===== src/rtl/mitm_pkg.sv =====
// Shared opcodes, reply codes, controller state encoding and baud helper
// for the UART man-in-the-middle blocks.
package mitm_pkg;

  localparam logic [7:0] OP_EN   = 8'h65;
  localparam logic [7:0] OP_DIS  = 8'h64;
  localparam logic [7:0] OP_STAT = 8'h73;
  localparam logic [7:0] RSP_ACK = 8'h06;
  localparam logic [7:0] RSP_NAK = 8'h15;

  typedef enum logic [2:0] {
    ST_IDLE,
    ST_ARG,
    ST_EXEC,
    ST_TX_REQ,
    ST_TX_WAIT_LO,
    ST_TX_WAIT_HI
  } ctrl_state_t;

  // Clock cycles per UART bit, truncated. This matches uart_tx/uart_rx.
  function automatic int CYC_COUNT(input int system_clock, input int baud_rate);
    return system_clock / baud_rate;
  endfunction

endpackage


===== src/rtl/mitm_cmd_ctrl.sv =====
// PC-side command parser for the UART MITM. It owns the forwarding enables and
// sends one reply byte per command through the uart_tx en/rdy handshake.
module mitm_cmd_ctrl
  import mitm_pkg::*;
#(
  parameter int         SYSTEM_CLOCK  = 32000000,
  parameter int         BAUD_RATE     = 115200,
  parameter int         TIMEOUT_BYTES = 4,
  parameter logic [1:0] RESET_FWD     = 2'b00
) (
  input  logic       clk,
  input  logic       rst,
  input  logic       rx_valid,
  input  logic [7:0] rx_data,
  input  logic       tx_rdy,
  output logic       tx_en,
  output logic [7:0] tx_data,
  output logic [1:0] fwd_en,
  output logic       busy,
  output logic       err
);

  localparam int            LIMIT      = TIMEOUT_BYTES * 10 * CYC_COUNT(SYSTEM_CLOCK, BAUD_RATE);
  localparam int            CW         = $clog2(LIMIT + 1);
  localparam logic [CW-1:0] LIMIT_C    = CW'(LIMIT);
  localparam logic [3:0]    TX_LO_LAST = 4'd14;

  ctrl_state_t   r_state, w_next;
  logic [CW-1:0] r_cnt;
  logic [3:0]    r_lo_cnt;
  logic          r_op_en;
  logic [7:0]    r_mask;
  logic [1:0]    r_fwd;
  logic [7:0]    r_tx_data;
  logic          r_err;

  logic          w_err;
  logic          w_load;
  logic [7:0]    w_reply;
  logic          w_fwd_upd;
  logic [1:0]    w_fwd_nxt;
  logic          w_mask_ok;

  always_comb begin
    // NOTE: every signal gets a default before the case so no path can infer a latch.
    w_next    = r_state;
    w_err     = 1'b0;
    w_load    = 1'b0;
    w_reply   = RSP_NAK;
    w_fwd_upd = 1'b0;
    w_mask_ok = (r_mask[7:2] == 6'd0);
    w_fwd_nxt = r_op_en ? (r_fwd | r_mask[1:0]) : (r_fwd & ~r_mask[1:0]);

    case (r_state)
      ST_IDLE: if (rx_valid) begin
        if (rx_data == OP_EN || rx_data == OP_DIS) begin
          w_next = ST_ARG;
        end else if (rx_data == OP_STAT) begin
          w_next  = ST_TX_REQ;
          w_load  = 1'b1;
          w_reply = {6'b0, r_fwd};
        end else begin
          w_next = ST_TX_REQ;
          w_load = 1'b1;
          w_err  = 1'b1;
        end
      end
      ST_ARG: begin
        if (rx_valid) begin
          w_next = ST_EXEC;
        end else if (r_cnt == LIMIT_C) begin
          w_next = ST_TX_REQ;
          w_load = 1'b1;
          w_err  = 1'b1;
        end
      end
      ST_EXEC: begin
        w_next = ST_TX_REQ;
        w_load = 1'b1;
        if (w_mask_ok) begin
          w_reply   = RSP_ACK;
          w_fwd_upd = 1'b1;
        end else begin
          w_err = 1'b1;
        end
      end
      ST_TX_REQ:     if (tx_rdy) w_next = ST_TX_WAIT_LO;
      ST_TX_WAIT_LO: begin
        // A transmitter that never drops rdy must not wedge the controller.
        if (!tx_rdy) w_next = ST_TX_WAIT_HI;
        else if (r_lo_cnt == TX_LO_LAST) w_next = ST_IDLE;
      end
      ST_TX_WAIT_HI: if (tx_rdy) w_next = ST_IDLE;
      default:       w_next = ST_IDLE;
    endcase

    // The link is half-duplex, so a byte that arrives mid-command is dropped and flagged.
    if (rx_valid && (r_state inside {ST_EXEC, ST_TX_REQ, ST_TX_WAIT_LO, ST_TX_WAIT_HI}))
      w_err = 1'b1;
  end

  always_ff @(posedge clk) begin
    // NOTE: sequential state uses non-blocking assignments only, so every register samples pre-edge values.
    if (!rst) begin
      r_state   <= ST_IDLE;
      r_cnt     <= '0;
      r_lo_cnt  <= '0;
      r_op_en   <= 1'b0;
      r_mask    <= '0;
      r_fwd     <= RESET_FWD;
      r_tx_data <= '0;
      r_err     <= 1'b0;
    end else begin
      r_state <= w_next;
      r_err   <= w_err;
      if (w_load)    r_tx_data <= w_reply;
      if (w_fwd_upd) r_fwd     <= w_fwd_nxt;
      if (r_state == ST_IDLE && rx_valid) r_op_en <= (rx_data == OP_EN);
      if (r_state == ST_ARG && rx_valid)  r_mask  <= rx_data;

      if (r_state == ST_IDLE)                        r_cnt <= '0;
      else if (r_state == ST_ARG && r_cnt != LIMIT_C) r_cnt <= r_cnt + CW'(1);

      if (r_state != ST_TX_WAIT_LO) r_lo_cnt <= '0;
      else if (r_lo_cnt != 4'hF)    r_lo_cnt <= r_lo_cnt + 4'd1;
    end
  end

  // tx_en is combinational so that it can never be high while tx_rdy is low.
  assign tx_en   = rst && (r_state == ST_TX_REQ) && tx_rdy;
  assign tx_data = r_tx_data;
  assign fwd_en  = r_fwd;
  assign busy    = (r_state != ST_IDLE);
  assign err     = r_err;

endmodule

===== config.mk =====
export PLATFORM = sky130hd
export DESIGN_NAME = mitm_cmd_ctrl
export DESIGN_NICKNAME = d
export VERILOG_FILES = /design/src/rtl/mitm_pkg.sv /design/src/rtl/mitm_cmd_ctrl.sv
export SDC_FILE = /design/constraint.sdc
export NUM_CORES = 1
export LEC_CHECK = 0
export CAP_MARGIN = 20
export CORE_ASPECT_RATIO = 1.75
export CORE_MARGIN = 4
export CORE_UTILIZATION = 35
export CTS_CLUSTER_SIZE = 8
export DETAILED_ROUTE_END_ITERATION = 8
export HOLD_SLACK_MARGIN = 0.12
export SYNTH_ARGS = -nofsm -noshare
export SYNTH_HDL_FRONTEND = slang
export SYNTH_SLANG_ARGS = --single-unit

===== constraint.sdc =====
create_clock -name clk -period 2 [get_ports clk]
set_clock_uncertainty 0.2 [all_clocks]
set_input_delay 0.4 -clock clk [delete_from_list [all_inputs] [get_ports clk]]
set_output_delay 0.4 -clock clk [all_outputs]
set_load 0.02 [all_outputs]

==> reports/summary.txt <==
Synth area leaders - dfxtp_1 (39%), mux2i_1 (5.2%), nand3_1 (4.2%)
Mapped Area - 0.00191 mm^2
Final min period - 1.95 ns
WL met2 - 2440 um
Post-route ant nets - 0
CTS clk-pin slew, worst paths - 0.07 ns
Max FO, Critical Path - 10
DRT Pass-1 Iters - 4
Number of global-route vias before repair - 1750
Pwr dens - 752 mW/mm^2
Reg-to-reg slack, setup - 0.05 ns
Remaining DRCs - 0
Number of port buffers - 20
FFs w/ async S/R, synth - 0%
Die Area - 0.00676 mm^2
Vias - 1747
IO Count - 25
Drt initial violations - 42
Core area - 0.00530 mm^2
Final slew viol count - 0
DRT met1 WL - 1920 um
Total clock sinks - 37
Top_reg_cell synth - dfxtp_1
Post-synth EDFFs - 0
Hold crit path type - in -> reg
WS Path Type - reg -> reg
Path depth of the worst reg2reg path - 6
Period utilization - 97.4%
Data required time at the worst endpoint - 1.98 ns
RSZ-0062 raised after global routing - yes
Antenna violations before repair - 0
Tot Pwr - 0.00190 W
Maxcap violations - 0
Flops & latches, synth - 37
Leakage - 0.973 nW
Area Growth Syn to Fin - 32.2%
Die X-Extent - 63.9 um
Synth top area share - 38.7%
GRT overflow - 0
CTS buffer count - 5
Final nets - 285
Gr usage total - 14.3%
# placed instances - 335
CP endpoint kind - flop
Reg2reg start - r_cnt[0]
Largest net degree at the start of global routing - 24
Met3 wire length - 121 um
CP startpoint - r_cnt[0]
Layout cells sized above 1 - 21.1%
Storage element area - 743 um^2
Hold depth - 3
Hold_sp - rx_data[5]
CTS Buffer Depth - 2
Netlist cell types - 51
First-pass GRT wire length - 7770 um
Post-Synthesis Cells - 220
Crit path arrival time - 1.93 ns
Synth warn - 0
Startpoint types - flop
Max Used Layer - met4
Area leader, netlist - dfxtp_1
Final cell count without fillers - 344
Seq/Total Area, Yosys - 38.7%
CTS root buffer - clkbuf_8
Post-DR vias/cell - 5.08
GP Congestion - 0.793
Inserted Diodes - 0
Footprint of the multi-input gates - 0.00111 mm^2
F_max - 514 MHz
Worst reg2reg path endpoint - tx_data[4]
Max VDD drop - 0.000564 V
HPWL Detailed - 3390 um
Fill count - 530
DR WL/cell - 13.3 um
Initial core utilization - 36.1%
Num rows - 35
Syn avg cell area - 8.69 um^2
Clock insertion delay at the later pin of the skew report - 0.29 ns
CTS tree - yes
Hold path endpoint - r_mask[5]
WL final - 4560 um
H-Tree Depth - 2
Outcome - complete, no violations
Die Ht - 106 um
Final setup fails - 0
Hold Fails Final Rpt - 0
## report_power, final
part / internal, W / switching (W) / total (W)
sequential: 0.000782 / 0.0000357 / 0.000818
clock: 0.000312 / 0.000273 / 0.000584
combinational: 0.000259 / 0.000240 / 0.000499
## flip-flops by register name, indices dropped and copies added, names as in the netlist, named ones only
name and count:
r_mask 8, r_lo_cnt 4, r_op_en 1, r_cnt 14
tx_data 4, r_state 3, err 1
## per-layer routing
| layer | GRT usage [%] | up-vias |
|---|---|---|
| met5 | 0 | - |
| li1 | - | 900 |
| met3 | 3.62 | 8 |
| met2 | 25.7 | 34 |
| met1 | 15.8 | 805 |
| met4 | 5.10 | 0 |
## metrics by stage
stage               TNS (ns)  hold WS, ns  util, %  instance area [um^2]  setup slack, ns
detailed placement     -2.34        0.272     45.1                  2390           -0.433
CTS                        0        0.282     47.3                  2510           0.0230
floorplan                  0        0.253        -                  1920           0.0338
global placement       -2.54        0.267     45.1                  2390           -0.447
finish                     0        0.235     47.7                  2530           0.0529
global route         -0.0111        0.263     47.7                  2530          -0.0111
## synthesized netlist by cell type (2+ instances only)
cell type	n
a211oi_1	2
and3_1	3
nand2_1	9
or3_1	8
nand4_1	9
a31oi_1	5
nand3_1	16
o21ai_0	11
nor3b_1	2
and2_1	4
nor4bb_1	2
ha_1	4
inv_1	9
o211a_1	2
a21oi_1	15
xor2_1	2
nand2b_1	2
nor2_1	13
clkbuf_1	4
mux2i_1	10
buf_2	4
nor2b_1	10
o31ai_1	3
nor3_1	2
buf_4	4
xnor2_1	2
or4_1	3
dfxtp_1	37
## cell type report
cell class / count / area share (%)
multi-input combinational: 163 / 43.8
sequential: 37 / 29.4
timing repair buffer: 53 / 17.8
clock buffer: 7 / 3.81
tap: 74 / 3.66
inverter: 9 / 1.34
clock inverter: 1 / 0.198
## worst max-delay path, stage by stage, from the launching register on
cell and delay [ns]:
dfxtp_1 0.33, inv_1 0.06, ha_1 0.20, and4bb_1 0.20, and4_4 0.19, a211o_4 0.36
mux2_4 0.30
## cell families (layout without fill, tap and decap cells)
group           after synthesis  in the layout  share of synthesized area [%]
simple gates                 92             92                           28.5
xor+xnor                      4              4                           1.83
buf+inv                      23             70                           5.96
mux                          12             12                           6.61
compound gates               47             47                           15.5
flops                        37             37                           38.7
fa+ha+maj                     4              4                           2.62
other cells                   1              4                          0.196
## cell usage in the layout (no fill, tap or decap), drive strengths merged, types with 3 or more instances in the layout
cell and instances:
clkbuf 7, inv 9, nand2 9, or3 8, o31ai 3, ha 4
nor3b 3, nor3 3, dfxtp 37, buf 35, mux2i 10, and3 3
nand4 9, clkdlybuf4s50 14, and2 4, nor2 13, nand3 16, nor2b 10
conb 4, a21oi 15, or4 3, o21ai 11, dlygate4sd2 3, a31oi 5
## worst max-delay path by stage
stage | endpoint | slack (ns) | depth (start not counted)
6_report | tx_data[4] | 0.05 | 6
5_1_grt | tx_data[4] | -0.01 | 6
4_1_cts | busy | 0.02 | 4
3_5_place_dp | tx_data[4] | -0.43 | 6
3_3_place_gp | tx_data[4] | -0.45 | 6
2_1_floorplan | tx_data[4] | 0.03 | 7
## what timing repair did
action,in CTS,in global routing
setup endpoints to repair,6,4
pin swaps,2,1
resized for setup,14,6
hold buffers,0,0
cloned,0,0
setup buffers,1,0
Note: power is estimated with default switching activity, not from simulation.
